## config.mk

```make
export PLATFORM = sky130hd
export DESIGN_NAME = lsu_ctrl_flat
export DESIGN_NICKNAME = d
export VERILOG_FILES = /design/src/rtl/lsu_pkg.sv /design/src/rtl/lsu_ctrl_if.sv /design/src/rtl/lsu_align.sv /design/src/rtl/lsu_ctrl.sv /design/src/flat_wrapper.sv
export SDC_FILE = /design/constraint.sdc
export NUM_CORES = 1
export LEC_CHECK = 0
export BUFFER_PORTS_ARGS = -buffer_cell sky130_fd_sc_hd__clkbuf_2
export CORE_MARGIN = 2
export CORE_UTILIZATION = 43
export CTS_CLUSTER_SIZE = 20
export DETAILED_ROUTE_END_ITERATION = 7
export GPL_TIMING_DRIVEN = 0
export PLACE_DENSITY = 0.78
export SLEW_MARGIN = 20
export SYNTH_ARGS = -nofsm -noshare
export SYNTH_HDL_FRONTEND = slang
export SYNTH_SLANG_ARGS = --single-unit
export TNS_END_PERCENT = 5
```

## constraint.sdc

```tcl
create_clock -name clk -period 3.1 [get_ports clk]
set_clock_uncertainty 0.15 [all_clocks]
set_input_delay 0.155 -clock clk [delete_from_list [all_inputs] [get_ports clk]]
set_output_delay 0.155 -clock clk [all_outputs]
set_load 0.02 [all_outputs]
```

## src/rtl/lsu_pkg.sv

```systemverilog
// Shared types, funct3 codes and fault classification for the load/store unit.
package lsu_pkg;

    localparam logic [2:0] F3_B  = 3'b000;
    localparam logic [2:0] F3_H  = 3'b001;
    localparam logic [2:0] F3_W  = 3'b010;
    localparam logic [2:0] F3_BU = 3'b100;
    localparam logic [2:0] F3_HU = 3'b101;

    typedef enum logic [1:0] {IDLE, MEM, CAPT, RESP} state_t;
    typedef enum logic [1:0] {C_OK, C_MISALIGN, C_RANGE, C_ILLEGAL} cause_t;

    // Access context kept from accept until the load result is extracted.
    typedef struct packed {
        logic       we;
        logic [2:0] funct3;
        logic [1:0] off;
    } acc_t;

    // Priority: illegal funct3 > misaligned > out of range.
    function automatic cause_t fault_cause(input logic        we,
                                           input logic [2:0]  funct3,
                                           input logic [31:0] addr,
                                           input int unsigned depth);
        logic illegal;
        logic misalign;
        illegal  = we ? (funct3 > F3_W) : ((funct3 == 3'b011) || (funct3[2:1] == 2'b11));
        misalign = ((funct3[1:0] == 2'b01) && addr[0]) ||
                   ((funct3[1:0] == 2'b10) && (addr[1:0] != 2'b00));
        if (illegal)                       return C_ILLEGAL;
        else if (misalign)                 return C_MISALIGN;
        else if (addr[31:2] >= 30'(depth)) return C_RANGE;
        else                               return C_OK;
    endfunction

endpackage

```

## src/rtl/lsu_ctrl_if.sv

```systemverilog
// Request/response handshake plus data-memory port of the load/store unit.
interface lsu_ctrl_if;
    logic        req_valid;
    logic        req_ready;
    logic        req_we;
    logic [2:0]  req_funct3;
    logic [31:0] req_addr;
    logic [31:0] req_wdata;
    logic        resp_valid;
    logic        resp_ready;
    logic [31:0] resp_rdata;
    logic [1:0]  resp_cause;
    logic        mem_we;
    logic [3:0]  mem_byteEnable;
    logic [31:0] mem_a;
    logic [31:0] mem_wd;
    logic [31:0] mem_rd;

    modport slave (
        input  req_valid, req_we, req_funct3, req_addr, req_wdata, resp_ready, mem_rd,
        output req_ready, resp_valid, resp_rdata, resp_cause,
               mem_we, mem_byteEnable, mem_a, mem_wd
    );

    modport master (
        output req_valid, req_we, req_funct3, req_addr, req_wdata, resp_ready, mem_rd,
        input  req_ready, resp_valid, resp_rdata, resp_cause,
               mem_we, mem_byteEnable, mem_a, mem_wd
    );
endinterface

```

## src/rtl/lsu_align.sv

```systemverilog
// Store lane replication / byte enables and load byte-lane extract with extension.
module lsu_align
    import lsu_pkg::*;
(
    input  logic [2:0]  i_st_funct3,
    input  logic [1:0]  i_st_off,
    input  logic [31:0] i_st_wdata,
    output logic [3:0]  o_st_be_c,
    output logic [31:0] o_st_wd_c,
    input  logic [2:0]  i_ld_funct3,
    input  logic [1:0]  i_ld_off,
    input  logic [31:0] i_ld_rd,
    output logic [31:0] o_ld_data_c
);

    logic [31:0] w_shifted;

    always_comb begin
        o_st_be_c = 4'b0000;
        o_st_wd_c = 32'h0;
        case (i_st_funct3)
            F3_B: begin
                o_st_be_c = 4'b0001 << i_st_off;
                o_st_wd_c = {4{i_st_wdata[7:0]}};
            end
            F3_H: begin
                o_st_be_c = 4'b0011 << i_st_off;
                o_st_wd_c = {2{i_st_wdata[15:0]}};
            end
            F3_W: begin
                o_st_be_c = 4'b1111;
                o_st_wd_c = i_st_wdata;
            end
            default: ;
        endcase
    end

    assign w_shifted = i_ld_rd >> {i_ld_off, 3'b000};

    always_comb begin
        o_ld_data_c = 32'h0;
        case (i_ld_funct3)
            F3_B:    o_ld_data_c = {{24{w_shifted[7]}}, w_shifted[7:0]};
            F3_H:    o_ld_data_c = {{16{w_shifted[15]}}, w_shifted[15:0]};
            F3_W:    o_ld_data_c = w_shifted;
            F3_BU:   o_ld_data_c = {24'h0, w_shifted[7:0]};
            F3_HU:   o_ld_data_c = {16'h0, w_shifted[15:0]};
            default: o_ld_data_c = 32'h0;
        endcase
    end

endmodule

```

## src/rtl/lsu_ctrl.sv

```systemverilog
// Load/store unit in front of a registered-read data memory; one request in flight.
module lsu_ctrl
    import lsu_pkg::*;
#(
    parameter int unsigned DEPTH_WORDS = 256
) (
    input  logic       clk,
    input  logic       reset,
    lsu_ctrl_if.slave  bus
);

    state_t      r_state, w_state_nxt;
    acc_t        r_acc, w_acc_nxt;
    logic        r_resp_valid, w_resp_valid_nxt;
    logic [31:0] r_resp_rdata, w_resp_rdata_nxt;
    cause_t      r_resp_cause, w_resp_cause_nxt;
    logic        r_mem_we, w_mem_we_nxt;
    logic [3:0]  r_mem_be, w_mem_be_nxt;
    logic [31:0] r_mem_a, w_mem_a_nxt;
    logic [31:0] r_mem_wd, w_mem_wd_nxt;

    logic        w_accept;
    cause_t      w_fault;
    logic [3:0]  w_st_be;
    logic [31:0] w_st_wd;
    logic [31:0] w_ld_data;

    assign bus.req_ready      = (r_state == IDLE) && !reset;
    assign bus.resp_valid     = r_resp_valid;
    assign bus.resp_rdata     = r_resp_rdata;
    assign bus.resp_cause     = r_resp_cause;
    assign bus.mem_we         = r_mem_we;
    assign bus.mem_byteEnable = r_mem_be;
    assign bus.mem_a          = r_mem_a;
    assign bus.mem_wd         = r_mem_wd;

    assign w_accept = bus.req_valid && bus.req_ready;
    assign w_fault  = fault_cause(bus.req_we, bus.req_funct3, bus.req_addr, DEPTH_WORDS);

    // Store path sees the live request; load path sees the captured context.
    lsu_align u_align (
        .i_st_funct3 (bus.req_funct3),
        .i_st_off    (bus.req_addr[1:0]),
        .i_st_wdata  (bus.req_wdata),
        .o_st_be_c   (w_st_be),
        .o_st_wd_c   (w_st_wd),
        .i_ld_funct3 (r_acc.funct3),
        .i_ld_off    (r_acc.off),
        .i_ld_rd     (bus.mem_rd),
        .o_ld_data_c (w_ld_data)
    );

    always_ff @(posedge clk or posedge reset) begin
        if (reset) begin
            r_state      <= IDLE;
            r_acc        <= '0;
            r_resp_valid <= 1'b0;
            r_resp_rdata <= 32'h0;
            r_resp_cause <= C_OK;
            r_mem_we     <= 1'b0;
            r_mem_be     <= 4'b0000;
            r_mem_a      <= 32'h0;
            r_mem_wd     <= 32'h0;
        end else begin
            r_state      <= w_state_nxt;
            r_acc        <= w_acc_nxt;
            r_resp_valid <= w_resp_valid_nxt;
            r_resp_rdata <= w_resp_rdata_nxt;
            r_resp_cause <= w_resp_cause_nxt;
            r_mem_we     <= w_mem_we_nxt;
            r_mem_be     <= w_mem_be_nxt;
            r_mem_a      <= w_mem_a_nxt;
            r_mem_wd     <= w_mem_wd_nxt;
        end
    end

    always_comb begin
        w_state_nxt = r_state;
        case (r_state)
            IDLE:    if (w_accept) w_state_nxt = (w_fault == C_OK) ? MEM : RESP;
            MEM:     w_state_nxt = CAPT;
            CAPT:    w_state_nxt = RESP;
            RESP:    if (bus.resp_ready) w_state_nxt = IDLE;
            default: w_state_nxt = IDLE;
        endcase
    end

    // Memory strobes are only ever set on the edge entering MEM, so they last one cycle.
    always_comb begin
        w_acc_nxt        = r_acc;
        w_resp_valid_nxt = r_resp_valid;
        w_resp_rdata_nxt = r_resp_rdata;
        w_resp_cause_nxt = r_resp_cause;
        w_mem_we_nxt     = 1'b0;
        w_mem_be_nxt     = 4'b0000;
        w_mem_a_nxt      = 32'h0;
        w_mem_wd_nxt     = 32'h0;
        case (r_state)
            IDLE: begin
                if (w_accept) begin
                    w_acc_nxt = '{we: bus.req_we, funct3: bus.req_funct3, off: bus.req_addr[1:0]};
                    if (w_fault != C_OK) begin
                        w_resp_valid_nxt = 1'b1;
                        w_resp_rdata_nxt = 32'h0;
                        w_resp_cause_nxt = w_fault;
                    end else begin
                        w_mem_we_nxt = 1'b1;
                        w_mem_a_nxt  = {bus.req_addr[31:2], 2'b00};
                        w_mem_be_nxt = bus.req_we ? w_st_be : 4'b0000;
                        w_mem_wd_nxt = bus.req_we ? w_st_wd : 32'h0;
                    end
                end
            end
            CAPT: begin
                w_resp_valid_nxt = 1'b1;
                w_resp_rdata_nxt = r_acc.we ? 32'h0 : w_ld_data;
                w_resp_cause_nxt = C_OK;
            end
            RESP: begin
                if (bus.resp_ready) w_resp_valid_nxt = 1'b0;
            end
            default: ;
        endcase
    end

endmodule
```

## src/flat_wrapper.sv

```systemverilog
// flat-port wrapper written by rule: the top's interface ports become plain ports
module lsu_ctrl_flat import lsu_pkg::*;
#(
    parameter int unsigned DEPTH_WORDS = 256
)
  (clk, reset, bus_req_valid, bus_req_we, bus_req_funct3, bus_req_addr, bus_req_wdata, bus_resp_ready, bus_mem_rd, bus_req_ready, bus_resp_valid, bus_resp_rdata, bus_resp_cause, bus_mem_we, bus_mem_byteEnable, bus_mem_a, bus_mem_wd);
  lsu_ctrl_if bus_i ();
  input  logic clk;
  input  logic reset;
  input wire logic [$bits(bus_i.req_valid)-1:0] bus_req_valid;
  input wire logic [$bits(bus_i.req_we)-1:0] bus_req_we;
  input wire logic [$bits(bus_i.req_funct3)-1:0] bus_req_funct3;
  input wire logic [$bits(bus_i.req_addr)-1:0] bus_req_addr;
  input wire logic [$bits(bus_i.req_wdata)-1:0] bus_req_wdata;
  input wire logic [$bits(bus_i.resp_ready)-1:0] bus_resp_ready;
  input wire logic [$bits(bus_i.mem_rd)-1:0] bus_mem_rd;
  output wire logic [$bits(bus_i.req_ready)-1:0] bus_req_ready;
  output wire logic [$bits(bus_i.resp_valid)-1:0] bus_resp_valid;
  output wire logic [$bits(bus_i.resp_rdata)-1:0] bus_resp_rdata;
  output wire logic [$bits(bus_i.resp_cause)-1:0] bus_resp_cause;
  output wire logic [$bits(bus_i.mem_we)-1:0] bus_mem_we;
  output wire logic [$bits(bus_i.mem_byteEnable)-1:0] bus_mem_byteEnable;
  output wire logic [$bits(bus_i.mem_a)-1:0] bus_mem_a;
  output wire logic [$bits(bus_i.mem_wd)-1:0] bus_mem_wd;
  assign bus_i.req_valid = bus_req_valid;
  assign bus_i.req_we = bus_req_we;
  assign bus_i.req_funct3 = bus_req_funct3;
  assign bus_i.req_addr = bus_req_addr;
  assign bus_i.req_wdata = bus_req_wdata;
  assign bus_i.resp_ready = bus_resp_ready;
  assign bus_i.mem_rd = bus_mem_rd;
  assign bus_req_ready = bus_i.req_ready;
  assign bus_resp_valid = bus_i.resp_valid;
  assign bus_resp_rdata = bus_i.resp_rdata;
  assign bus_resp_cause = bus_i.resp_cause;
  assign bus_mem_we = bus_i.mem_we;
  assign bus_mem_byteEnable = bus_i.mem_byteEnable;
  assign bus_mem_a = bus_i.mem_a;
  assign bus_mem_wd = bus_i.mem_wd;
  lsu_ctrl #(.DEPTH_WORDS(DEPTH_WORDS)) u_core (.clk(clk), .reset(reset), .bus(bus_i));
endmodule
```

=== Word level (Yosys, flattened, before mapping) ===
Cells that the tools add are included.

* Register bits: 112
* Bits of input ports: 104
* Output and inout bits: 105
* Word-level logic and storage cells: 87

* $lt $le $gt $ge: 2
* Eq/ne operators: 16
* Shift-type cells: 3
* Muxes and demuxes: 36
* Reduce and logical (&&, ||, !) cells: 19

{| class="wikitable"
|+ Operators with widths
! cell !! count
|-
| 2-to-1 mux 32 bit || 10
|-
| case mux 32 bit (5 select lines) || 1
|-
| case mux 32 bit (3 select lines) || 1
|-
| case mux 32 bit (2 select lines) || 1
|-
| right shift 32 x 5 -> 32 bit || 1
|-
| greater-or-equal comparator 30 x 9 -> 1 bit (second input constant) || 1
|-
| 2-to-1 mux 2 bit || 8
|-
| 2-to-1 mux 4 bit || 4
|-
| case mux 4 bit (3 select lines) || 1
|-
| equality test 3 x 2 -> 1 bit (second input constant) || 3
|-
| equality test 2 bit (second input constant) || 4
|-
| case mux 2 bit (4 select lines) || 1
|-
| 2-to-1 mux 1 bit || 7
|-
| equality test 3 x 1 -> 1 bit (second input constant) || 2
|-
| equality test 3 bit (second input constant) || 2
|-
| logical NOT 3 bit || 2
|-
| nonzero test 2 bit || 3
|-
| equality test 2 x 1 -> 1 bit (second input constant) || 2
|-
| logical AND 1 bit || 4
|-
| logical NOT 2 bit || 2
|-
| inequality test 2 bit (second input constant) || 2
|-
| case mux 2 bit (2 select lines) || 1
|-
| AND reduction 2 bit || 2
|-
| AND reduction 4 bit || 1
|-
| other kinds (9) || 10
|}

=== Depth between registers and ports, before layout ===
Gate-level depths: netlist of the first run.

* Depth in word-level cells: 9
* Mapped depth: 11
* Depth with buffers taken out: 7

=== By module ===
A second synthesis of the first run with hierarchy kept.

* Cells, all modules: 538
* Area, all modules: 5,656.7 sq um

{| class="wikitable"
|+ Modules (own cells, without submodules)
! module !! times used !! cells an instance !! area an instance (sq um) !! seq. area each (sq um)
|-
| lsu_ctrl || 1 || 310 || 4,299.1 || 2,752.6
|-
| lsu_align || 1 || 228 || 1,357.6 || 0.0
|}

=== Least setup slack after synthesis of the first run ===
Ideal clock, no wire load.

* Path type: flip-flop to flip-flop
* Start point: reg u_core.r_state[0]
* End point: reg u_core.r_resp_cause[1], in the netlist u_core.bus.resp_cause[1]
* Setup time: 0.128 ns
* Data arrival time: 1.948 ns
* Data required time: 2.822 ns
* Setup slack: 0.875 ns
* Cell stages (with the launch flop): 10
* Path buffers: 3
* Period minus slack after synthesis: 2.225 ns
* Cell sequence: dfrtp_1 inv_1 ha_1 buf_2 and3b_1 clkbuf_1 or2_2 o41ai_4 buf_6 mux2_1

* Word-level cells in the longest chain between the ends: 5
* Elaborated cells on any way between the ends: 9
* Those cells by class: eq/ne (3); mux (1); reduce/logical (5)

{| class="wikitable"
|+ RTL lines
! item !! line !! source
|-
| start: declaration || lsu_ctrl.sv:12 || <nowiki>state_t r_state, w_state_nxt;</nowiki>
|-
| start signal: assignment || lsu_ctrl.sv:65 || <nowiki>r_state <= w_state_nxt;</nowiki>
|-
| logical NOT 2 bit || lsu_ctrl.sv:28, lsu_ctrl.sv:98 ||
|-
| logical AND 1 bit || lsu_ctrl.sv:28 || <nowiki>assign bus.req_ready = (r_state == IDLE) && !reset;</nowiki>
|-
| logical AND 1 bit || lsu_ctrl.sv:37 || <nowiki>assign w_accept = bus.req_valid && bus.req_ready;</nowiki>
|-
| inequality test 2 x 1 -> 1 bit (no line) || n/a ||
|-
| AND reduction 3 bit (no line) || n/a ||
|-
| end signal: assignment || lsu_ctrl.sv:69 || <nowiki>r_resp_cause <= w_resp_cause_nxt;</nowiki>
|-
| end: declaration || lsu_ctrl.sv:16 || <nowiki>cause_t r_resp_cause, w_resp_cause_nxt;</nowiki>
|}

Parallel ways exist; a longest one is shown, timed or not.
A chain may end at the register's enable or synchronous reset.

=== Worst setup path in the final report of the first run ===
* Start point: reg u_core.r_state[0]
* End point: reg u_core.r_mem_wd[6], in the netlist u_core.bus.mem_wd[6]

* Word-level cells in the longest chain between the ends: 5

{| class="wikitable"
|+ RTL lines
! item !! line !! source
|-
| logical NOT 2 bit * || lsu_ctrl.sv:28, lsu_ctrl.sv:98 ||
|-
| logical AND 1 bit || lsu_ctrl.sv:28 ||
|-
| logical AND 1 bit || lsu_ctrl.sv:37 ||
|-
| 2-to-1 mux 32 bit || lsu_ctrl.sv:100 || <nowiki>if (w_accept) begin</nowiki>
|-
| 2-to-1 mux 32 bit * || lsu_ctrl.sv:98 || <nowiki>case (r_state)</nowiki>
|-
| via u_core.w_mem_wd_nxt[6] || lsu_ctrl.sv:20 || <nowiki>logic [31:0] r_mem_wd, w_mem_wd_nxt;</nowiki>
|-
| end signal: assignment || lsu_ctrl.sv:73 || <nowiki>r_mem_wd <= w_mem_wd_nxt;</nowiki>
|-
| end: declaration || lsu_ctrl.sv:20 ||
|}

Mark *: on every way through the listed nets, which the timed path passes. The rest lies on a longest branch.

==> results of run 1 <==
## cell families (layout without fill, tap and decap cells)
family	after synthesis	after routing	synth area share (%)
compound gates	115	115	14.3
fa+ha+maj	4	4	1.04
buf+inv	38	319	4.10
flops	110	110	57.4
mux	36	36	8.27
other cells	1	24	0.0782
simple gates	153	153	14.8
## critical path: stages, from the launching register on
cell and delay [ps]:
dfrtp_1 420, inv_1 110, ha_1 140, buf_2 180, and3b_1 170, clkbuf_1 260, nand3_1 200, nor4_1 300
clkbuf_1 380, and2_1 210
## worst max path at each step
stage                     slack (ps)                                    end  cells past startpoint                          start
after floorplan                  870   u_core.bus.resp_cause[1]$_DFFE_PP0P_                      9  u_core.r_state[0]$_DFFE_PP0P_
after global placement           600  u_core.bus.resp_rdata[29]$_DFFE_PP0P_                      6  u_core.r_state[0]$_DFFE_PP0P_
after detailed placement         610         u_core.bus.mem_wd[3]$_DFF_PP0_                      9  u_core.r_state[0]$_DFFE_PP0P_
after CTS                        570         u_core.bus.mem_wd[3]$_DFF_PP0_                      9  u_core.r_state[0]$_DFFE_PP0P_
after global routing             340         u_core.bus.mem_wd[2]$_DFF_PP0_                      9  u_core.r_state[0]$_DFFE_PP0P_
final                            530         u_core.bus.mem_wd[6]$_DFF_PP0_                      9  u_core.r_state[0]$_DFFE_PP0P_
## sequential cells by signal, summed over array words and instances, names as in the netlist
signal / cells
u_core.bus.resp_valid: 1
u_core.bus.resp_rdata: 32
u_core.bus.mem_wd: 32
u_core.r_acc: 6
u_core.bus.mem_byteEnable: 4
u_core.r_state: 2
u_core.bus.mem_we: 1
u_core.bus.resp_cause: 2
u_core.bus.mem_a: 30
## metal layers
metal	vias up	share of wire (%)	track usage (%)
met5	-	0	0
met4	0	3.6	14.4
met3	52	7.2	4.86
met2	259	50	40.3
met1	2159	40	29.7
li1	2146	-	-
## layout by cell type, fill, tap and decap left out, drive strengths merged, types with 10 or more instances in the layout
| cell type | count |
|---|---|
| buf | 23 |
| and2 | 16 |
| o31ai | 15 |
| a21oi | 51 |
| clkbuf | 226 |
| dfrtp | 110 |
| mux2i | 16 |
| nor4 | 10 |
| conb | 24 |
| dlygate4sd3 | 59 |
| mux2 | 19 |
| nand2 | 86 |
| nor2 | 24 |
| o21ai | 29 |
## power groups by stage
stage	logic (mW)	clock network, mW	registers [mW]
floorplan	1.16	0	2.12
global placement	1.96	0	1.88
detailed placement	2.04	0	1.90
CTS	2.11	0.930	1.87
global route	2.34	0.976	1.90
finish	2.13	0.902	1.87
## final cells by class
type,count,share of cell area (%)
clock inverters,5,0.919
repair buffers,265,24.1
inverters,6,0.378
flip-flops and latches,110,39.6
plain buffers,32,2.50
multi-input cells,332,27.9
well taps,140,2.52
clock buffers,11,2.04
## stage by stage
stage / instances / hold slack, ps / area [µm²] / utilization [%]
final: 901 / 59.3 / 6950 / 64.1
after global routing: 901 / 97.9 / 6950 / 64.1
after CTS: 901 / 36.9 / 6950 / 64.1
after detailed placement: 826 / 147 / 6150 / 56.7
after global placement: 823 / 216 / 6080 / 56.1
after floorplan: 480 / 110 / 4890 / -
==> flow_summary.json, run 1 <==
{
  "die_h_um": 110,
  "io_buffer_count": 203,
  "worst-path-max-fanout": 10,
  "hold_viol_final": 0,
  "leakage_nw": 3.54,
  "antenna_found_initial": 0,
  "drt_iter0_markers": 375,
  "cp_data_arrival_time_ps": 2750,
  "min-delay-start": "bus_mem_rd[21]",
  "htreeDepth": 3,
  "grt_pass1_vias": 4690,
  "switchingPower_mw": 1.99,
  "cts.sinks": 110,
  "synth.most_common_cell": "dfrtp_1",
  "ios": 209,
  "hold_path_end": "u_core.bus.resp_rdata[21]$_DFFE_PP0P_",
  "antenna_left": 0,
  "drv_cap": 0,
  "grt_overflow": 0,
  "hold_depth": 4,
  "dieWidth_um": 110,
  "cts-root-buf": "clkbuf_8",
  "p_per_area_nw_per_um2": 705,
  "cts.clk_slew.worst_paths_ps": 110,
  "ys_seq_elements": 110,
  "finalPower_mw": 4.90,
  "regArea_um2": 2750,
  "final.period_utilization_pct": 83.0,
  "power_frac_seq_pct": 38.1,
  "yosysTopAreaCell": "dfrtp_1",
  "rsz0062_at_grt": "no",
  "coreArea_um2": 10800,
  "synth_flop_cell": "dfrtp_1",
  "reg2reg_from": "u_core.r_state[0]$_DFFE_PP0P_",
  "vdd_drop_max_v": 0.000504,
  "initial_core_util_pct": 44.2,
  "setup_ws_ps": 528,
  "dieArea_um2": 12000,
  "wl_um": 14300,
  "netlist.area_leader.share_pct": 57.4,
  "hpwl_um": 10400,
  "rr_worst_depth": 9,
  "ctsHoldBuffers": 59,
  "globalplace.congestion": 0.899,
  "power_frac_comb_pct": 43.5,
  "ys_warn_count": 0,
  "slew_headroom_pct": 33.1,
  "ys_types": 43,
  "fin_crit_ps": 2570,
  "pwr-share-clk_pct": 18.4,
  "num_antenna_cells": 0,
  "grt_pass1_wl_um": 22500,
  "tritoncts": "built",
  "drt_first_pass_iters": 6,
  "drcViolationCount": 0,
  "finalSetupViolCount": 0,
  "ys_seq_area_share_pct": 57.4,
  "drv_slew": 0,
  "synthToLayoutAreaGrowth_pct": 44.8,
  "hold_path.class": "in2reg",
  "sw_frac_of_total_pct": 40.7,
  "final.fill_count": 831,
  "cts-resized-gates": 0,
  "via_per_inst": 5.12,
  "via_count": 4616,
  "max_freq_mhz": 389,
  "synthTopCellsByArea": "dfrtp_1 57%, nand2_1 6.7%, a21oi_1 5.1%",
  "crit_path_end_kind": "register",
  "synthCells": 457,
  "place_ws_ps": 611,
  "multi_input_area_um2": 1940,
  "synth.top_cells.by_count": "110 x dfrtp_1, 86 x nand2_1, 49 x a21oi_1",
  "r2r_setup_slack_ps": 530,
  "wl_per_cell_um": 15.9,
  "grt_max_degree": 37,
  "synthArstFlopShare_pct": 100,
  "start_kind": "register",
  "cts_buffers": 9,
  "layout.nets": 864,
  "worst-setup-path-type": "reg2reg",
  "worstMarginPinSlew_ps": 996,
  "fin_setup_tns_ps": 0,
  "rows": 38,
  "grt_use_total_pct": 24.5,
  "cts_setup_buffers": 0,
  "cts_buffer_depth": 2,
  "cp.required_ps": 3280,
  "intPower_mw": 2.91,
  "synth_edf_count": 0,
  "avgSynthCellArea_um2": 10.5,
  "reg2reg_to": "u_core.bus.mem_wd[6]$_DFF_PP0_",
  "drive_gt1_share_pct": 35.3,
  "clk_latency_ps": 380,
  "synthesis.area_um2": 4800,
  "run_status": "complete, no violations"
}
Note: power is estimated with default switching activity, not from simulation.
==> run 2: changes to the inputs <==
clock period = 2.36 ns   (was 3.1 ns; I/O delays follow)
==> flow_summary.json, run 2 (synthesized netlist as in run 1, its figures left out) <==
{
  "hold_depth": 4,
  "layout.nets": 870,
  "rows": 38,
  "power_frac_seq_pct": 37.5,
  "globalplace.congestion": 0.899,
  "drt_iter0_markers": 430,
  "reg2reg_from": "u_core.r_state[1]$_DFFE_PP0P_",
  "cp_data_arrival_time_ps": 2440,
  "grt_pass1_wl_um": 22500,
  "drv_slew": 0,
  "drive_gt1_share_pct": 36.5,
  "final_cell_mix": "205 x clkbuf_2, 110 x dfrtp_1, 86 x nand2_1, 60 x dlygate4sd3_1, 49 x a21oi_1",
  "crit_path_end_kind": "register",
  "wl_per_cell_um": 15.9,
  "rr_worst_depth": 9,
  "antenna_left": 0,
  "switchingPower_mw": 2.66,
  "p_per_area_nw_per_um2": 929,
  "cts_buffer_depth": 2,
  "cp.required_ps": 2480,
  "dieWidth_um": 110,
  "vdd_drop_max_v": 0.000664,
  "slew_headroom_pct": 49.0,
  "pwr-share-clk_pct": 18.1,
  "run_status": "complete, no violations",
  "cts.clk_slew.worst_paths_ps": 100,
  "hold_path_end": "u_core.bus.resp_rdata[23]$_DFFE_PP0P_",
  "fin_crit_ps": 2320,
  "r2r_setup_slack_ps": 40,
  "worst-path-max-fanout": 10,
  "cts_buffers": 9,
  "min-delay-start": "bus_mem_rd[23]",
  "rsz0062_at_grt": "yes",
  "max_freq_mhz": 432,
  "hold_slack_ps": 38.9,
  "power_frac_comb_pct": 44.3,
  "slowest_delay_ps": 420,
  "num_antenna_cells": 0,
  "tritoncts": "built",
  "start_kind": "register",
  "via_count": 4669,
  "cts.sinks": 110,
  "design_area_um2": 7060,
  "clk_latency_ps": 380,
  "slowest_stage": "dfrtp_1",
  "die_h_um": 110,
  "initial_core_util_pct": 44.2,
  "io_buffer_count": 203,
  "drcViolationCount": 0,
  "crit_chain": "inv_1 -> ha_1 -> buf_4 -> and3b_1 -> buf_4 -> or2_4 -> o41ai_4 -> buf_6 -> mux2_1",
  "cp_common_cell": "buf_4",
  "drv_cap": 0,
  "grt_pass1_vias": 4665,
  "worstMarginPinSlew_ps": 758,
  "antenna_found_initial": 0,
  "hold_viol_final": 0,
  "reg2reg_to": "u_core.bus.resp_cause[1]$_DFFE_PP0P_",
  "dieArea_um2": 12000,
  "grt_max_degree": 37,
  "synthToLayoutAreaGrowth_pct": 47.1,
  "hpwl_um": 10400,
  "grt_use_total_pct": 24.5,
  "intPower_mw": 3.89,
  "ios": 209,
  "hold_path.class": "in2reg",
  "layout_commonest_cell": "clkbuf_2",
  "via_per_inst": 5.15,
  "drt_first_pass_iters": 5,
  "worst-setup-path-type": "reg2reg",
  "grt_overflow": 0,
  "wl_um": 14500,
  "htreeDepth": 3,
  "placed_cell_area_um2": 6150,
  "cts-root-buf": "clkbuf_8",
  "sw_frac_of_total_pct": 40.6,
  "leakage_nw": 3.60,
  "coreArea_um2": 10800,
  "final.fill_count": 812,
  "final.period_utilization_pct": 98.2,
  "finalSetupViolCount": 0
}
-- run 2: changes by cell type in the layout (fill, tap and decap cells not counted), sizes merged --
cell         previous run  this run
dlygate4sd3            59        60
buf                    23        29
clkbuf                226       225
-- run 2: per-layer routing --
layer	GRT usage (%)	part of all wire, %	wire length [µm]	vias up
met3	4.68	6.6	956	50
met2	40.4	50	7210	254
li1	-	-	-	2166
met1	30.2	40	5780	2199
met4	13.7	3.5	509	0
met5	0	0	0	-
-- run 2: cell type report --
cell class	count	area, µm²	share of cell area (%)
timing repair buffer	271	1720	24.4
clock buffer	11	141	2.00
tap	140	175	2.48
buffer	32	199	2.82
inverter	6	26.3	0.372
clock inverter	5	63.8	0.904
sequential	110	2750	39.0
multi-input combinational	332	1980	28.0
-- run 2: repair_timing --
| action | CTS | global route |
|---|---|---|
| hold endpoints to repair | 79 | 0 |
| setup endpoints to repair | 68 | 74 |
| buffers inserted | 0 | 5 |
| resized for setup | 4 | 15 |
| hold buffers | 60 | 0 |
| pin swaps | 0 | 1 |
-- run 2: metrics by stage --
step | setup slack (ps) | TNS [ps] | power, mW | util, % | instances
final | 42.8 | 0 | 6.55 | 65.1 | 907
after CTS | -127 | -1200 | 6.46 | 64.2 | 902
after global routing | -56.3 | -195 | 6.97 | 65.1 | 907
after global placement | -138 | -1660 | 5.05 | 56.1 | 823
after floorplan | 135 | 0 | 4.30 | - | 480
after detailed placement | -129 | -2520 | 5.17 | 56.7 | 826
-- run 2: how the worst max path moves through the flow --
| stage | from | endpoint | slack (ps) | cells after the start |
|---|---|---|---|---|
| 3_3_place_gp | u_core.r_state[0]$_DFFE_PP0P_ | u_core.bus.resp_rdata[29]$_DFFE_PP0P_ | -140 | 6 |
| 2_1_floorplan | u_core.r_state[0]$_DFFE_PP0P_ | u_core.bus.resp_cause[1]$_DFFE_PP0P_ | 130 | 9 |
| 6_report | u_core.r_state[1]$_DFFE_PP0P_ | u_core.bus.resp_cause[1]$_DFFE_PP0P_ | 40 | 9 |
| 5_1_grt | u_core.r_state[1]$_DFFE_PP0P_ | u_core.bus.resp_cause[1]$_DFFE_PP0P_ | -60 | 9 |
| 4_1_cts | u_core.r_state[0]$_DFFE_PP0P_ | u_core.bus.mem_a[9]$_DFF_PP0_ | -130 | 6 |
| 3_5_place_dp | u_core.r_state[0]$_DFFE_PP0P_ | u_core.bus.mem_wd[3]$_DFF_PP0_ | -130 | 9 |
-- run 2: critical path, delay by kind of cell (launching register included) --
family          cells  cell delay [ps]
fa+ha+maj           1              180
flops               1              420
buf+inv             4              610
mux                 1              330
simple gates        2              430
compound gates      1               70
-- run 2: power groups by stage --
stage               logic [mW]  clock network, mW  registers [mW]
floorplan                 1.52                  0            2.79
global placement          2.58                  0            2.47
detailed placement        2.68                  0            2.49
CTS                       2.78               1.22            2.45
global route              3.18               1.28            2.50
finish                    2.91               1.19            2.46
==> run 3: changes to the inputs <==
CORE_UTILIZATION = 45   (was 43)
PLACE_DENSITY = 0.79   (was 0.78)
SYNTH_HIERARCHICAL = 1   (was not set)
==> flow_summary.json, run 3 <==
{
  "switchingPower_mw": 2.75,
  "netlist.area_leader.share_pct": 48.7,
  "synthCells": 538,
  "io_buffer_count": 206,
  "hpwl_um": 11600,
  "cp.required_ps": 2490,
  "hold_slack_ps": 19.9,
  "synth_edf_count": 0,
  "drcViolationCount": 0,
  "synthMuxAreaShare_pct": 4.09,
  "grt_pass1_wl_um": 24900,
  "drt_iter0_markers": 353,
  "ys_seq_elements": 110,
  "via_count": 5214,
  "power_frac_comb_pct": 45.6,
  "synthToLayoutAreaGrowth_pct": 36.5,
  "rows": 40,
  "coreArea_um2": 12200,
  "dp_cells": 938,
  "max_freq_mhz": 438,
  "yosys.area_share.simple_pct": 22.5,
  "grt_max_degree": 32,
  "finalPower_mw": 7.11,
  "hold_depth": 4,
  "run_status": "complete, no violations",
  "cts.clk_slew.worst_paths_ps": 70,
  "cts-root-buf": "clkbuf_16",
  "drv_cap": 0,
  "slowest_stage": "o41ai_4",
  "vdd_drop_max_v": 0.000415,
  "cts_buffer_depth": 2,
  "yosys.area_share.xor_xnor_pct": 0,
  "globalplace.congestion": 0.882,
  "leakage_nw": 3.94,
  "finalSetupViolCount": 0,
  "grt_use_total_pct": 23.8,
  "r2r_setup_slack_ps": 130,
  "hold_viol_final": 0,
  "sw_frac_of_total_pct": 38.7,
  "avgSynthCellArea_um2": 10.5,
  "wl_per_cell_um": 15.9,
  "synthArstFlopShare_pct": 100,
  "clk_latency_ps": 340,
  "synth_top_family_by_area": "simple AND/OR/NAND/NOR gates",
  "antenna_left": 0,
  "drive_gt1_share_pct": 33.5,
  "antenna_found_initial": 0,
  "synthTopCellsByArea": "dfrtp_1 49%, and2_1 9.3%, a221o_1 5.8%",
  "layout.nets": 924,
  "dieWidth_um": 116,
  "initial_core_util_pct": 46.5,
  "tritoncts": "built",
  "ys_warn_count": 6,
  "layout_commonest_cell": "clkbuf_2",
  "wl_um": 15800,
  "final.period_utilization_pct": 96.8,
  "via_per_inst": 5.28,
  "hold_path.class": "in2reg",
  "p_per_area_nw_per_um2": 921,
  "synth.top_cells.by_count": "110 x dfrtp_1, 84 x and2_1, 41 x nor2_1",
  "power_frac_seq_pct": 33.4,
  "num_antenna_cells": 0,
  "dieArea_um2": 13500,
  "pwr-share-clk_pct": 21.1,
  "slowest_delay_ps": 630,
  "ys_types": 54,
  "ios": 209,
  "ys_seq_area_share_pct": 48.7,
  "final_cell_mix": "210 x clkbuf_2, 110 x dfrtp_1, 84 x and2_1, 41 x nor2_1, 34 x dlygate4sd3_1",
  "slew_headroom_pct": 46.3,
  "cts_buffers": 9,
  "drv_slew": 0,
  "worstMarginPinSlew_ps": 805,
  "fin_crit_ps": 2280,
  "synth_compound_area_share_pct": 19.0,
  "final.fill_count": 1030,
  "yosysTopAreaCell": "dfrtp_1",
  "grt_overflow": 0,
  "die_h_um": 116,
  "synth_adder_area_share_pct": 0.885,
  "cp_data_arrival_time_ps": 2410,
  "drt_first_pass_iters": 7,
  "htreeDepth": 3,
  "worst-path-max-fanout": 10,
  "synthesis.area_um2": 5660,
  "rr_worst_depth": 7,
  "rsz0062_at_grt": "no",
  "start_kind": "input port",
  "instances_no_fill": 988,
  "synth.most_common_cell": "dfrtp_1",
  "finalCoreUtilization_pct": 63.5,
  "grt_pass1_vias": 5184,
  "worst-setup-path-type": "in2reg",
  "synth_flop_cell": "dfrtp_1",
  "crit_path_end_kind": "register",
  "intPower_mw": 4.36,
  "cts.sinks": 110,
  "crit_chain": "dlygate4sd3_1 -> clkbuf_2 -> a221oi_2 -> nor2_2 -> o41ai_4 -> buf_6 -> a221o_1"
}
-- run 3: repair_timing --
action	in CTS	in global routing
pin swaps	1	0
resized for setup	1	7
hold buffers	34	0
setup endpoints to repair	30	30
buffers inserted	1	0
endpoints found under the hold margin	62	0
-- run 3: routing by layer --
metal	part of all wire [%]	GRT usage (%)	wire (µm)	vias up
li1	-	-	-	2471
met1	43	30.3	6700	2444
met2	48	39.0	7580	261
met3	6.5	5.29	1030	38
met4	2.8	10.8	444	0
met5	0	0	0	-
-- run 3: through the flow --
stage / TNS (ps) / setup WS [ps] / area, µm²
after floorplan: 0 / 239 / 5750
after global placement: -1260 / -58.2 / 6990
after detailed placement: -4250 / -180 / 7060
after CTS: 0 / 67.2 / 7700
after global routing: 0 / 9.65 / 7720
final: 0 / 75.6 / 7720
-- run 3: cell families (layout without fill, tap and decap cells) --
| group | Yosys count | count (layout) |
|---|---|---|
| adder cells (fa/ha/maj) | 4 | 4 |
| multiplexers | 22 | 22 |
| AO/OA/AOI/OAI | 139 | 139 |
| other | 1 | 24 |
| flip-flops | 110 | 110 |
| AND/OR/NAND/NOR | 217 | 217 |
| buffers and inverters | 45 | 304 |
-- run 3: layout make-up --
type,instances,area [µm²],area share (%)
flip-flops and latches,110,2750,35.7
multi-input cells,406,2740,35.5
repair buffers,244,1450,18.7
plain buffers,39,251,3.26
clock buffers,10,229,2.97
well taps,168,210,2.72
clock inverters,5,63.8,0.827
inverters,6,26.3,0.340
-- run 3: worst paths after layout --
| check | start | end |
|---|---|---|
| worst max-delay path | bus_req_we | u_core/bus.resp_rdata[21]$_DFFE_PP0P_ |
| worst max register to register | u_core/r_acc[1]$_DFFE_PP0P_ | u_core/bus.resp_rdata[22]$_DFFE_PP0P_ |
| max in group asynchronous | reset | u_core/bus.mem_a[22]$_DFF_PP0_ |
| min in group asynchronous | reset | u_core/bus.resp_cause[0]$_DFFE_PP0P_ |
| worst min-delay path | bus_mem_rd[30] | u_core/bus.resp_rdata[30]$_DFFE_PP0P_ |
| worst min register to register | u_core/r_acc[5]$_DFFE_PP0P_ | u_core/r_acc[5]$_DFFE_PP0P_ |
-- run 3: power groups by stage --
stage | Combinational [mW] | Clock (mW) | Sequential [mW]
detailed placement | 3.13 | 0 | 2.40
CTS | 3.19 | 1.55 | 2.37
global route | 3.55 | 1.62 | 2.40
finish | 3.24 | 1.50 | 2.37
floorplan | 2.03 | 0 | 2.60
global placement | 3.01 | 0 | 2.39
-- run 3: critical path, delay by kind of cell --
kind | cells | cell delay (ps)
AOI/OAI and AO/OA | 3 | 1190
buffers and inverters | 3 | 890
and+or+nand+nor | 1 | 200
